$ cat config.mk
export PLATFORM = sky130hd
export DESIGN_NAME = rx_bit_seq
export DESIGN_NICKNAME = d
export VERILOG_FILES = /design/src/rtl/rx_bit_seq.sv
export SDC_FILE = /design/constraint.sdc
export NUM_CORES = 1
export LEC_CHECK = 0
export BUFFER_PORTS_ARGS = -buffer_cell sky130_fd_sc_hd__buf_2
export CORE_ASPECT_RATIO = 1.1
export CORE_MARGIN = 5
export CORE_UTILIZATION = 45
export DETAILED_ROUTE_END_ITERATION = 6
export GPL_ROUTABILITY_DRIVEN = 0
export GPL_TIMING_DRIVEN = 0
export PLACE_DENSITY = 0.68
export SKIP_CTS_REPAIR_TIMING = 1
export SYNTH_ARGS = -nofsm -noshare
export SYNTH_HDL_FRONTEND = slang
export SYNTH_SLANG_ARGS = --single-unit
$ cat constraint.sdc
create_clock -name clk -period 3.71 [get_ports clk]
set_input_delay 0.1855 -clock clk [delete_from_list [all_inputs] [get_ports clk]]
set_output_delay 0.1855 -clock clk [all_outputs]
set_load 0.01 [all_outputs]
$ cat src/rtl/rx_bit_seq.sv
// ---------------------------------------------------------------------------
// rx_bit_seq
//
// Receive-path sequencer for fsm_sync. Synchronises the asynchronous RF
// envelope pulse train, measures each pulse's high width and decodes it
// (short = 0, long = 1). Each decoded bit is presented to the downstream
// shift register as a one-cycle sh_en/sh_data strobe. Bits are counted per
// frame. A complete frame raises frame_done. A stuck-high pulse or an
// over-long mid-frame gap raises err. Both frame end and error pulse
// fsm_rst to re-arm fsm_sync.
//
// State table:
//   state | meaning
//   IDLE  | waiting for the first rise of a frame; gap is not timed
//   HIGH  | pulse in progress, wcnt measures its width
//   GAP   | between pulses mid-frame, gcnt times the low period
//   DONE  | one cycle after the last bit: frame_done + fsm_rst
//   ERR   | protocol error reported; waits for rfin low before re-arming
//
// Ports:
//   clk        in   system clock (10 MHz nominal)
//   rst        in   synchronous active-high reset
//   rfin       in   asynchronous RF envelope pulse input
//   sh_en      out  one-cycle shift strobe
//   sh_data    out  decoded bit, valid while sh_en=1
//   bit_cnt    out  bits shifted so far in the current frame
//   frame_done out  one-cycle pulse when FRAME_BITS bits have been shifted
//   err        out  one-cycle pulse on width or gap violation
//   fsm_rst    out  one-cycle re-arm pulse to fsm_sync
// ---------------------------------------------------------------------------
module rx_bit_seq #(
    parameter int FRAME_BITS = 8,
    parameter int THRESH     = 3,
    parameter int MAX_HIGH   = 16,
    parameter int GAP_TO     = 32
) (
    input  logic                              clk,
    input  logic                              rst,
    input  logic                              rfin,
    output logic                              sh_en,
    output logic                              sh_data,
    output logic [$clog2(FRAME_BITS+1)-1:0]   bit_cnt,
    output logic                              frame_done,
    output logic                              err,
    output logic                              fsm_rst
);

    localparam int BW = $clog2(FRAME_BITS + 1);
    localparam int WW = $clog2(MAX_HIGH + 1);
    localparam int GW = $clog2(GAP_TO + 1);

    localparam logic [BW-1:0] FRAME_LAST = BW'(FRAME_BITS);
    localparam logic [WW-1:0] W_MAX      = WW'(MAX_HIGH);
    localparam logic [WW-1:0] W_THRESH   = WW'(THRESH);
    localparam logic [GW-1:0] G_MAX      = GW'(GAP_TO);

    typedef enum logic [2:0] {
        S_IDLE = 3'd0,
        S_HIGH = 3'd1,
        S_GAP  = 3'd2,
        S_DONE = 3'd3,
        S_ERR  = 3'd4
    } state_t;

    state_t          state, state_nx;

    logic            rfin_m, rfin_s, rfin_d;
    logic            rise;

    logic [WW-1:0]   wcnt, wcnt_nx, wcnt_inc;
    logic [GW-1:0]   gcnt, gcnt_nx, gcnt_inc;
    logic [BW-1:0]   bit_cnt_nx, bit_inc;

    logic            sh_en_nx, sh_data_nx, frame_done_nx, err_nx, fsm_rst_nx;

    assign rise = rfin_s & ~rfin_d;

    // Saturating increments; the FSM leaves HIGH/GAP on reaching the limit,
    // so saturation only guards against wrap if that ever changes.
    assign wcnt_inc = (wcnt == W_MAX) ? wcnt : wcnt + WW'(1);
    assign gcnt_inc = (gcnt == G_MAX) ? gcnt : gcnt + GW'(1);
    assign bit_inc  = bit_cnt + BW'(1);

    always_ff @(posedge clk) begin
        if (rst) begin
            rfin_m     <= 1'b0;
            rfin_s     <= 1'b0;
            rfin_d     <= 1'b0;
            state      <= S_IDLE;
            wcnt       <= '0;
            gcnt       <= '0;
            bit_cnt    <= '0;
            sh_en      <= 1'b0;
            sh_data    <= 1'b0;
            frame_done <= 1'b0;
            err        <= 1'b0;
            fsm_rst    <= 1'b0;
        end else begin
            rfin_m     <= rfin;
            rfin_s     <= rfin_m;
            rfin_d     <= rfin_s;
            state      <= state_nx;
            wcnt       <= wcnt_nx;
            gcnt       <= gcnt_nx;
            bit_cnt    <= bit_cnt_nx;
            sh_en      <= sh_en_nx;
            sh_data    <= sh_data_nx;
            frame_done <= frame_done_nx;
            err        <= err_nx;
            fsm_rst    <= fsm_rst_nx;
        end
    end

    always_comb begin
        state_nx      = state;
        wcnt_nx       = wcnt;
        gcnt_nx       = gcnt;
        bit_cnt_nx    = bit_cnt;
        sh_en_nx      = 1'b0;
        sh_data_nx    = 1'b0;
        frame_done_nx = 1'b0;
        err_nx        = 1'b0;
        fsm_rst_nx    = 1'b0;

        case (state)
            S_IDLE: begin
                gcnt_nx = '0;
                if (rise) begin
                    state_nx = S_HIGH;
                    wcnt_nx  = WW'(1);
                end
            end

            S_HIGH: begin
                if (rfin_s) begin
                    wcnt_nx = wcnt_inc;
                    if (wcnt_inc == W_MAX) begin
                        // Stuck high: report now, no bit for this pulse.
                        state_nx   = S_ERR;
                        err_nx     = 1'b1;
                        fsm_rst_nx = 1'b1;
                        bit_cnt_nx = '0;
                    end
                end else begin
                    sh_en_nx   = 1'b1;
                    sh_data_nx = (wcnt >= W_THRESH);
                    bit_cnt_nx = bit_inc;
                    if (bit_inc == FRAME_LAST) begin
                        state_nx = S_DONE;
                    end else begin
                        state_nx = S_GAP;
                        gcnt_nx  = '0;
                    end
                end
            end

            S_GAP: begin
                gcnt_nx = gcnt_inc;
                // A rise arriving on the timeout cycle still counts as a bit.
                if (rise) begin
                    state_nx = S_HIGH;
                    wcnt_nx  = WW'(1);
                end else if (gcnt_inc == G_MAX) begin
                    state_nx   = S_ERR;
                    err_nx     = 1'b1;
                    fsm_rst_nx = 1'b1;
                    bit_cnt_nx = '0;
                end
            end

            S_DONE: begin
                // Any rise seen here is dropped; rfin_d absorbs it, so the
                // next frame needs a fresh rise in IDLE.
                frame_done_nx = 1'b1;
                fsm_rst_nx    = 1'b1;
                bit_cnt_nx    = '0;
                state_nx      = S_IDLE;
            end

            S_ERR: begin
                if (!rfin_s) begin
                    state_nx = S_IDLE;
                end
            end

            default: begin
                state_nx = S_IDLE;
            end
        endcase
    end

endmodule

Yosys cells after proc, flatten, opt, wreduce, memory -nomap -nowiden
Index checks and enable logic that the tools add are counted.
{"block": "totals", "regBits": 26, "wordCells": 78}
{"block": "classes", "add_sub_neg": 3, "n_lt_le_gt_ge": 1, "eq_ne": 19, "mux": 29, "n_bitwise": 3, "reduce_logical": 11}
{"operator": "2-to-1 mux 3 bit", "count": 6}
{"operator": "2-to-1 mux 6 bit", "count": 3}
{"operator": "one-hot mux 6 bit (3 select lines)", "count": 1}
{"operator": "2-to-1 mux 4 bit", "count": 4}
{"operator": "2-to-1 mux 5 bit", "count": 3}
{"operator": "inequality test 2 bit (second input constant)", "count": 7}
{"operator": "== test 6 bit (second input constant)", "count": 2}
{"operator": "one-hot mux 3 bit (4 select lines)", "count": 1}
{"operator": "one-hot mux 4 bit (3 select lines)", "count": 1}
{"operator": "== test 5 bit (second input constant)", "count": 2}
{"operator": "one-hot mux 5 bit (2 select lines)", "count": 1}
{"operator": "AND reduction 4 bit", "count": 2}
{"operator": "2-to-1 mux 1 bit", "count": 7}
{"operator": "adder 6 x 1 -> 6 bit (second input constant)", "count": 1}
{"operator": "== test 3 x 2 -> 1 bit (second input constant)", "count": 2}
{"operator": "inequality test 3 bit (second input constant)", "count": 2}
{"operator": "AND reduction 3 bit", "count": 2}
{"operator": "nonzero test 3 bit", "count": 2}
{"operator": "adder 5 x 1 -> 5 bit (second input constant)", "count": 1}
{"operator": ">= comparator 5 x 2 -> 1 bit (second input constant)", "count": 1}
{"operator": "adder 4 x 1 -> 4 bit (second input constant)", "count": 1}
{"operator": "== test 4 bit (second input constant)", "count": 1}
{"operator": "OR reduction 2 bit", "count": 2}
{"operator": "== test 3 x 1 -> 1 bit (second input constant)", "count": 1}
{"operator": "9 further kinds", "count": 10}

Depth between registers and ports, before layout
Gate-level depths: netlist (run 1).
{"block": "depth", "depth_word": 6, "ltp_mapped": 8, "depth_no_buf": 8}

Least setup slack after synthesis (run 1)
Ideal clock, no wire load.
{"block": "synth_timing", "path_type": "reg-to-reg", "start": "register gcnt[0]", "end": "register state[0]", "setup_ns": 0.071, "arrival_time_ns": 1.857, "t_required_ns": 3.639, "slack_ns": 1.782, "path_stages_with_launch": 8, "period_less_slack_ns": 1.928, "cell_sequence": "dfxtp_1 ha_1 xor2_1 a211o_1 a221oi_2 a21oi_1 or3_1 a21oi_1"}
{"block": "synth_between", "elab_chain_cells": 5, "elab_cells_between_ends": 6, "cone_classes": "add/sub: 1; eq/ne: 3; mux: 1; reduce/logical: 1"}
{"element": "start: declaration", "line": "71", "rtl": "logic [GW-1:0] gcnt, gcnt_nx, gcnt_inc;"}
{"element": "start signal: assignment", "line": "104", "rtl": "gcnt <= gcnt_nx;"}
{"element": "adder 6 x 1 -> 6 bit / == test 6 bit (equally long branches)", "line": "81", "rtl": "assign gcnt_inc = (gcnt == G_MAX) ? gcnt : gcnt + GW'(1);"}
{"element": "2-to-1 mux 6 bit *", "line": "81"}
{"element": "== test 6 bit *", "line": "163", "rtl": "end else if (gcnt_inc == G_MAX) begin"}
{"element": "inequality test 3 bit (no source line) *"}
{"element": "AND reduction 4 bit (no source line) *"}
{"element": "end signal: assignment", "line": "102", "rtl": "state <= state_nx;"}
{"element": "end: declaration", "line": "65", "rtl": "state_t state, state_nx;"}
Every way passes the cells marked *; elsewhere a longest branch is shown, timed or not.
A chain may end at the register's enable or synchronous reset.

Worst setup path in the final report (run 1)
{"block": "layout_timing", "start": "register gcnt[0]", "end": "register bit_cnt[1]"}
{"block": "layout_between", "elab_chain_cells": 5, "elab_cells_between_ends": 6, "cone_classes": "add/sub: 1; eq/ne: 3; mux: 1; reduce/logical: 1"}
{"element": "adder 6 x 1 -> 6 bit / == test 6 bit (equally long branches)", "line": "81"}
{"element": "2-to-1 mux 6 bit *", "line": "81"}
{"element": "== test 6 bit *", "line": "163"}
{"element": "inequality test 2 bit (no source line) *"}
{"element": "AND reduction 4 bit (no source line) *"}
{"element": "end signal: assignment", "line": "105", "rtl": "bit_cnt <= bit_cnt_nx;"}
{"element": "end: declaration", "line": "42", "rtl": "output logic [$clog2(FRAME_BITS+1)-1:0] bit_cnt,"}
Marked as above.

==> results of run 1 <==
[path summary, 6_finish.rpt]
path / startpoint / end / slack (ns) / cells after the start
max: gcnt[0] / bit_cnt[1] / 1.43 / 7
max reg2reg: gcnt[0] / bit_cnt[1] / 1.43 / 7
min: rfin / rfin_m / 0.06 / 2
min reg2reg: rfin_m / rfin_s / 0.46 / 1
[state kept, by name (all words and copies together), names as in the netlist]
name,count
gcnt,6
wcnt,5
bit_cnt,4
state,3
err,1
frame_done,1
fsm_rst,1
rfin_d,1
rfin_m,1
rfin_s,1
sh_data,1
sh_en,1
[synth_stat cells, types with 3 or more instances]
cell / count / area share
clkbuf_1: 3 / 0.0078
o21bai_1: 3 / 0.016
a31oi_1: 3 / 0.013
a311oi_1: 4 / 0.024
and2_1: 5 / 0.022
inv_1: 6 / 0.016
mux2i_1: 3 / 0.021
nor2_1: 13 / 0.034
buf_2: 3 / 0.010
dfxtp_1: 26 / 0.36
nand2b_1: 7 / 0.030
nand3_1: 5 / 0.017
or3_1: 3 / 0.013
a21oi_1: 14 / 0.048
nor2b_1: 4 / 0.017
nor3_1: 3 / 0.010
nand2_1: 11 / 0.028
ha_1: 6 / 0.052
[cells by family after synthesis]
| kind of cell | count (synthesis) | synth area share |
|---|---|---|
| simple gates | 69 | 0.2876 |
| buf+inv | 13 | 0.03886 |
| mux | 3 | 0.02073 |
| flops | 26 | 0.3592 |
| fa+ha+maj | 6 | 0.05181 |
| compound gates | 45 | 0.2176 |
| xor+xnor | 4 | 0.02418 |
[cell type report]
class                      count  share of cell area
inverter                       6             0.01423
sequential                    26              0.3289
timing repair buffer          11             0.03478
clock buffer                   4             0.02292
tap                           34             0.02688
multi-input combinational    127              0.5510
buffer                         7             0.02134
[metrics by stage]
| step | util | worst slack (ns) |
|---|---|---|
| global placement | 0.5031 | 1.554 |
| detailed placement | 0.5031 | 1.483 |
| global route | 0.5149 | 1.333 |
| floorplan | - | 1.782 |
| finish | 0.5149 | 1.428 |
| CTS | 0.5149 | 1.447 |
[layer usage]
metal,vias up,part of all wire,GRT usage
met5,-,0,0
met4,0,0.018,0.06335
met3,5,0.025,0.02431
met2,15,0.51,0.2492
met1,595,0.44,0.1716
li1,639,-,-
[report_power, final]
part | internal [W] | switching [W] | total, W | leakage [nW]
Clock | 0.0000601 | 0.0000860 | 0.000146 | 0.0210
Combinational | 0.0000206 | 0.0000311 | 0.0000517 | 0.370
Sequential | 0.000285 | 0.00000590 | 0.000291 | 0.210
Total | 0.000366 | 0.000123 | 0.000489 | 0.601
==> metrics.txt, run 1 <==
max_cap viols 0; Setup CP Type flip-flop to flip-flop; Fin Setup TNS 0 ns; Tightest Pin Transition 0.5442 ns; Core ar. approximately 3100 sq um; crit path time final between 2 and 2.5 ns; share of layout cells above drive strength 1 0.1436; DR pass1 iterations 4; Reg clk slew, reported paths ~0.14 ns; Root Buffer clkbuf_4; global-route wire length before repair 5.292 mm; Worst Hold Class input port to flip-flop; Fillers between 200 and 300; Final ANT Viol Nets 0; Critical Path Start Type flip-flop; clk_lat worst skew between 0.3 and 0.4 ns; cell area after layout between 1500 and 2000 sq um; Crit. End Element flip-flop; Sink Count 26; Storage cell area 520.5 sq um; Cell Chain, Critical Path ha_1, xor2_1, a211o_1, a221oi_2, a21oi_1, nor3b_2, mux2i_1; Starting Density 0.4713; Syn Area/Cell around 8.7 sq um; dpl cells approximately 210; status finished clean; I/O Pins 12; DR vias between 1000 and 1500; Warnings, synthesis 0; FMAX 438.1 MHz; Worst Path Arrival between 2 and 3 ns; dpl hpwl roughly 2.3 mm; synthesis-stage register bit count 26; FFs w/ async S/R, synth 0; WHS about 0.060 ns; Power Total 0.0004887 W; Final Hold Viols 0; number of vias per cell 5.833; Worst Path Required slightly below 4 ns; drt first-iter violations between 70 and 80; Final period util 0.6152; Crit-path slowest cell a221oi_2; final number of setup-violating endpoints 0; worst-case clock buffer depth 2; Net Count, Synth between 150 and 200; TritonCTS Buffers 3; antenna violations before repair 0; nets@finish about 190; Row Count 21; number of global-route vias before repair 1193; gr usage total 0.1443; register area share after synthesis 0.3592; Relative slew margins 0.6372; Final Max Tran Viols 0; die width approximately 64 microns; commonest cells after routing, fill and taps aside dfxtp_1 (26), buf_2 (14), a21oi_1 (14); pwr dens around 310 nW/um^2; Final Non-Filler Cells about 220; post-synth design cell area about 1400 sq um; Leakage 0.6011 nW; post-DR wirelength/cell 14.28 microns; CTS tree built; Worst VDD drop 0.0002343 V; top_reg_cell synth dfxtp_1; RSZ-0062 raised after global routing false; EDFF count, synth 0; full die area around 4500 sq um; die extent in y approximately 70 microns; commonest non-fill, non-tap cell in the layout dfxtp_1; Worst path max stage delay 0.39 ns; cell family with most CP delay compound AO/OA/AOI/OAI gates; Critical Path Fanout Max 7; Clock Skews ~0.0075 ns; Yosys cell types 51; Mapped Cells between 150 and 200; total congestion overflow 0; H-tree Lvls 1; Detailed Route WL between 3 and 4 mm; multi-input logic area roughly 870 sq um; area grow syn2layout 9.240%; DRC viols 0; total placed instance area between 1500 and 2000 sq um; largest net degree at the start of global routing 15; buffer and inverter count on the worst path 0; # port buffers 11; # diodes 0
Note: power is estimated with default switching activity, not from simulation.
==> run 2, diff against run 1 <==
clock period = 2.15 ns   (was 3.71 ns; I/O delays follow)
==> run 2 against run 1 <==
Net effect: non-clock buffer count up 3; clock skew grew 0.00098 ns; sequential power is 73% higher; routed wire length grew 1.6%; flip-flop and latch count stayed put; combinational power increased by 86%; die area unchanged.
==> metrics.txt, run 2 (same netlist as run 1, synthesis figures left out) <==
worst-case clock buffer depth 2 (unchanged); Root Buffer clkbuf_4 (unchanged); dpl hpwl 2.307 mm (unchanged); Worst VDD drop 0.0004020 V (was 0.0002343 V); Sink Count 26 (unchanged); die extent in y 69.51 microns (unchanged); Hold Path Stages 2 (unchanged); TritonCTS Buffers 3 (unchanged); Final Max Tran Viols 0 (unchanged); die width 64.10 microns (unchanged); Core ar. 3074 sq um (unchanged); Fin Setup TNS 0 ns (unchanged); met3 wire length 66 microns (was 76 microns); Reg2Reg Depth 8 (was 7); drt first-iter violations 70 (was 73); Reg clk slew, reported paths 0.14 ns (about the same); status finished clean (unchanged); Critical Path Fanout Max 7 (unchanged); H-tree Lvls 1 (unchanged); cell area after layout 1652 sq um (was 1583 sq um); commonest cells after routing, fill and taps aside dfxtp_1 (23), buf_2 (13), nor2_1 (13), a21oi_1 (13), nand2_1 (11) (was dfxtp_1 (26), buf_2 (14), a21oi_1 (14)); gr usage total 0.1443 (unchanged); Leakage 0.6604 nW (was 0.6011 nW); clk_lat worst skew 0.33 ns (about the same); setup slack after placement -0.07705 ns (was 1.483 ns); Final ANT Viol Nets 0 (unchanged); Cell Chain, Critical Path ha_4, and4bb_2, mux2i_2, a221oi_4, a21oi_1, nor3b_2, buf_4, mux2i_1 (was ha_1, xor2_1, a211o_1, a221oi_2, a21oi_1, nor3b_2, mux2i_1); DRC viols 0 (unchanged); I/O Pins 12 (unchanged); post-DR wirelength/cell 14.32 microns (was 14.28 microns); Detailed Route WL 3.121 mm (was 3.071 mm); Worst path max stage delay 0.39 ns (about the same); Fillers 281 (was 283); Internal 0.0006361 W (was 0.0003658 W); pwr dens 514.7 nW/um^2 (was 308.8 nW/um^2); Storage cell area 524.3 sq um (was 520.5 sq um); P_sw 0.0002141 W (was 0.0001230 W); Clock Power Share 0.295 (was 0.299); Relative slew margins 0.6287 (was 0.6372); Net Sw Frac 0.2518 (was 0.2516); Setup CP Type flip-flop to flip-flop (unchanged); Final period util 0.9474 (was 0.6152); Worst R2R Start gcnt[1] (was gcnt[0]); largest net degree at the start of global routing 15 (unchanged); Worst Hold Class input port to flip-flop (unchanged); Crit-path slowest cell a221oi_4 (was a221oi_2); Reg power frac 0.592 (was 0.595); crit path launch gcnt[1] (was gcnt[0]); # port buffers 11 (unchanged); Critical Path Start Type flip-flop (unchanged); Biggest register gcnt (unchanged); full die area 4456 sq um (unchanged); max_cap viols 0 (unchanged); final worst slack 0.1131 ns (was 1.428 ns); total placed instance area 1546 sq um (unchanged); final number of setup-violating endpoints 0 (unchanged); area grow syn2layout 13.99% (was 9.240%); number of vias per cell 5.794 (was 5.833); crit path time final 2.037 ns (was 2.282 ns); commonest non-fill, non-tap cell in the layout dfxtp_1 (unchanged); Hold Startpoint rst (was rfin); Worst Path Required 2.41 ns (was 3.98 ns); CTS tree built (unchanged); Final Non-Filler Cells 218 (was 215); Comb power frac 0.113 (was 0.106); share of layout cells above drive strength 1 0.1848 (was 0.1436); WHS 0.06632 ns (was 0.06003 ns); nets@finish 194 (was 191); global-route wire length before repair 5.292 mm (unchanged); Final Hold Viols 0 (unchanged); Tightest Pin Transition 0.5569 ns (was 0.5442 ns); antenna violations before repair 0 (unchanged); Worst Path Arrival 2.30 ns (was 2.55 ns); top sig layer met4 (unchanged); FMAX 490.9 MHz (was 438.1 MHz); met2 routed WL 1.631 mm (was 1.578 mm); Worst R2R Setup Slack 0.11 ns (was 1.43 ns); Largest register FFs 6 (unchanged); M1 WL 1.369 mm (was 1.362 mm); multi-input logic area 909.6 sq um (was 872.1 sq um); DR vias 1263 (was 1254); Crit. End Element flip-flop (unchanged); Clock Skews 0.008433 ns (was 0.007454 ns); biggest regs gcnt x6, wcnt x5, bit_cnt x4 (unchanged); number of global-route vias before repair 1193 (unchanged); # diodes 0 (unchanged); Row Count 21 (unchanged); Starting Density 0.4713 (unchanged); total congestion overflow 0 (unchanged); DR pass1 iterations 4 (unchanged); dpl cells 211 (unchanged)
-- run 2: critical path, delay by kind of cell, from the launching register on --
family          cells  cell delay (ns)
compound gates      2             0.52
fa+ha+maj           1             0.19
simple gates        2             0.47
flops               1             0.37
mux                 2             0.26
buf+inv             1             0.15
-- run 2: power groups by stage --
| stage | clock [W] | sequential [W] | combinational, W |
|---|---|---|---|
| 3_3_place_gp | 0 | 0.000512 | 0.0000861 |
| 3_5_place_dp | 0 | 0.000512 | 0.0000896 |
| 2_1_floorplan | 0 | 0.000511 | 0.0000656 |
| 6_report | 0.000250 | 0.000504 | 0.0000961 |
| 5_1_grt | 0.000283 | 0.000506 | 0.000108 |
| 4_1_cts | 0.000261 | 0.000502 | 0.0000900 |
-- run 2: stage by stage --
stage / utilization / power (W)
after floorplan: - / 0.0005769
after global placement: 0.5031 / 0.0005978
after detailed placement: 0.5031 / 0.0006019
after CTS: 0.5149 / 0.0008527
after global routing: 0.5372 / 0.0008961
final: 0.5372 / 0.0008501
-- run 2: final cells by class --
type                    count  area share
inverters                   6     0.01364
well taps                  34     0.02576
plain buffers               7     0.02197
repair buffers             14     0.04848
flip-flops and latches     26      0.3174
multi-input cells         127      0.5508
clock buffers               4     0.02197
-- run 2: path summary, 6_finish.rpt --
kind	endpoint
max	bit_cnt[1]
min	frame_done
max reg2reg	bit_cnt[1]
min reg2reg	rfin_s
-- run 2: metal layers --
layer,GRT usage,vias to the layer above
met5,0,-
li1,-,648
met4,0.06335,0
met1,0.1716,596
met3,0.02431,5
met2,0.2492,14
==> run 3, diff against run 2 <==
ABC_AREA = 1   (was default)
HOLD_SLACK_MARGIN = 0.03   (was default)
==> run 3 against run 2 <==
Net effect: flip-flop and latch count stayed put; clock power about the same; global-route usage down 0.86 points; final cell count up 16%; highest routed layer unchanged.
==> metrics.txt, run 3 <==
DRC viols 0 (unchanged); post-DR wirelength/cell 10.83 microns (was 14.32 microns); pwr dens 862.7 nW/um^2 (was 514.7 nW/um^2); Setup crit end bit_cnt[1] (unchanged); Reg power frac 0.452 (was 0.592); Largest register FFs 6 (unchanged); Final Hold Viols 0 (unchanged); Crit. End Element flip-flop (unchanged); FFs w/ async S/R, synth 0 (unchanged); Tightest Pin Transition 0.6291 ns (was 0.5569 ns); die extent in y 68.19 microns (was 69.51 microns); I/O Pins 12 (unchanged); synthesis-stage register bit count 26 (unchanged); Reg clk slew, reported paths 0.14 ns (about the same); most common cell in the netlist nand2_1 (was dfxtp_1); Net Count, Synth 211 (was 175); global-route wire length before repair 4.733 mm (was 5.292 mm); crit path launch wcnt[1] (was gcnt[1]); Internal 0.0007961 W (was 0.0006361 W); Hold Path Stages 2 (unchanged); Worst R2R Setup Slack 0.26 ns (was 0.11 ns); synth top area cells dfxtp_1 (38%), nand2_1 (15%), inv_1 (7.3%) (was dfxtp_1 (36%), ha_1 (5.2%), a21oi_1 (4.8%)); final worst slack 0.2611 ns (was 0.1131 ns); Reg2Reg Depth 12 (was 8); drt first-iter violations 63 (was 70); leading area contributor after synthesis dfxtp_1 (unchanged); Fin Setup TNS 0 ns (unchanged); # diodes 0 (unchanged); Clock Skews 0.006919 ns (was 0.008433 ns); TritonCTS Buffers 3 (unchanged); post-synth design cell area 1385 sq um (was 1449 sq um); FMAX 529.4 MHz (was 490.9 MHz); clk_lat worst skew 0.32 ns (was 0.33 ns); Final period util 0.8786 (was 0.9474); Worst Path Arrival 2.09 ns (was 2.30 ns); Worst R2R Start wcnt[1] (was gcnt[1]); Syn Area/Cell 6.857 sq um (was 8.728 sq um); Worst Path Required 2.35 ns (was 2.41 ns); number of vias per cell 5.028 (was 5.794); Final Max Tran Viols 0 (unchanged); Net Sw Frac 0.4008 (was 0.2518); EDFF count, synth 0 (unchanged); Critical Path Start Type flip-flop (unchanged); commonest cells in the synthesized netlist nand2_1 (55), inv_1 (27), dfxtp_1 (26) (was dfxtp_1 (26), a21oi_1 (14), nor2_1 (13)); Leakage 0.6918 nW (was 0.6604 nW); top_reg_cell synth dfxtp_1 (unchanged); H-tree Lvls 1 (unchanged); Root Buffer clkbuf_4 (unchanged); RSZ-0062 raised after global routing false; Starting Density 0.4624 (was 0.4713); CTS tree built (unchanged); setup slack after placement 0.2260 ns (was -0.07705 ns); # port buffers 11 (unchanged); worst-case clock buffer depth 2 (unchanged); area grow syn2layout 11.20% (was 13.99%); biggest regs gcnt x6, wcnt x5, bit_cnt x4 (unchanged); P_sw 0.0005326 W (was 0.0002141 W); max_cap viols 0 (unchanged); largest net degree at the start of global routing 15 (unchanged); full die area 4289 sq um (was 4456 sq um); gr usage total 0.1357 (was 0.1443); Core ar. 2995 sq um (was 3074 sq um); Critical Path Fanout Max 7 (unchanged); commonest cells after routing, fill and taps aside nand2_1 (55), inv_1 (27), dfxtp_1 (25) (was dfxtp_1 (23), buf_2 (13), nor2_1 (13), a21oi_1 (13), nand2_1 (11)); antenna violations before repair 0 (unchanged); Warnings, synthesis 0 (unchanged); total congestion overflow 0 (unchanged); nets@finish 229 (was 194); top-area cell type share of the netlist area 0.3758 (was 0.3592); number of global-route vias before repair 1122 (was 1193); Comb power frac 0.361 (was 0.113); Yosys cell types 24 (was 51); Worst Hold Class flip-flop to flip-flop (was input port to flip-flop); DR pass1 iterations 5 (was 4); die width 62.90 microns (was 64.10 microns); Setup CP Type flip-flop to flip-flop (unchanged); Relative slew margins 0.5783 (was 0.6287); Sink Count 26 (unchanged); register area share after synthesis 0.3758 (was 0.3592); DR vias 1272 (was 1263); Biggest register gcnt (unchanged); Clock Power Share 0.187 (was 0.295); share of layout cells above drive strength 1 0.1005 (was 0.1848); Worst VDD drop 0.0005726 V (was 0.0004020 V); status finished clean (unchanged); crit path time final 1.889 ns (was 2.037 ns); dpl hpwl 2.055 mm (was 2.307 mm); Mapped Cells 202 (was 166); Row Count 21 (unchanged); commonest non-fill, non-tap cell in the layout nand2_1 (was dfxtp_1); final number of setup-violating endpoints 0 (unchanged); Detailed Route WL 2.741 mm (was 3.121 mm); Final ANT Viol Nets 0 (unchanged); R2R Path End bit_cnt[1] (unchanged)
run 3: cell count changes after synthesis, sizes merged, moves of 5 or more:
cell	before	now
nand2	11	55
inv	6	27
nor2	13	26
nand3	5	16
nand2b	7	0
a21oi	14	20
nand4	2	8
and2	5	0
run 3: final cells by class:
cell class	instances	area (sq um)
repair buffers	13	75.07
clock buffers	4	36.28
plain buffers	2	7.507
flip-flops and latches	26	521.8
well taps	34	42.54
fillers	312	1455
multi-input cells	147	755.7
inverters	27	101.3
run 3: metrics by stage:
step | cell area (sq um) | util | std cells | total power [W] | hold slack (ns)
after floorplan | 1385 | - | 202 | 0.0009621 | 0.1860
after global placement | 1483 | 0.4950 | 247 | 0.001083 | 0.3109
after detailed placement | 1483 | 0.4950 | 247 | 0.001082 | 0.3137
after CTS | 1519 | 0.5071 | 251 | 0.001331 | -0.03779
after global routing | 1540 | 0.5142 | 253 | 0.001446 | 0.4395
final | 1540 | 0.5142 | 253 | 0.001329 | 0.4215
run 3: worst min-delay path by stage:
stage	start	end	slack (ns)
floorplan	rst	wcnt[0]	0.19
global placement	rfin	rfin_m	0.31
detailed placement	rfin	rfin_m	0.31
CTS	rfin	rfin_m	-0.04
global route	rfin_m	rfin_s	0.44
finish	rfin_m	rfin_s	0.42
run 3: kinds of logic (layout without fill, tap and decap cells):
family          Yosys count  in the layout  synth area share
xor+xnor                  6              6           0.03794
simple gates            108            108            0.3397
fa+ha+maj                 6              6           0.05420
compound gates           27             27            0.1138
buf+inv                  29             46           0.07859
flops                    26             26            0.3758
run 3: per-layer routing:
layer	GRT usage	vias to the layer above	part of all wire	routed length, microns
li1	-	689	-	-
met1	0.1771	552	0.52	1421
met2	0.2244	26	0.43	1191
met3	0.02627	5	0.032	88
met4	0.04775	0	0.014	39
met5	0	-	0	0
run 3: power groups by stage:
stage	combinational, W	clock, W	sequential [W]
6_report	0.000480	0.000248	0.000601
5_1_grt	0.000557	0.000282	0.000607
4_1_cts	0.000476	0.000258	0.000597
3_5_place_dp	0.000474	0	0.000608
3_3_place_gp	0.000475	0	0.000608
2_1_floorplan	0.000360	0	0.000602
run 3: critical path, stage by stage (launching register included):
cell,delay (ns)
dfxtp_1,0.46
inv_1,0.07
ha_1,0.18
nand2_1,0.08
inv_1,0.06
nand3_1,0.06
nand2_1,0.07
nor2_1,0.13
nand3_2,0.11
a21boi_2,0.25
nand2_1,0.15
nand2_1,0.08
a21oi_1,0.06
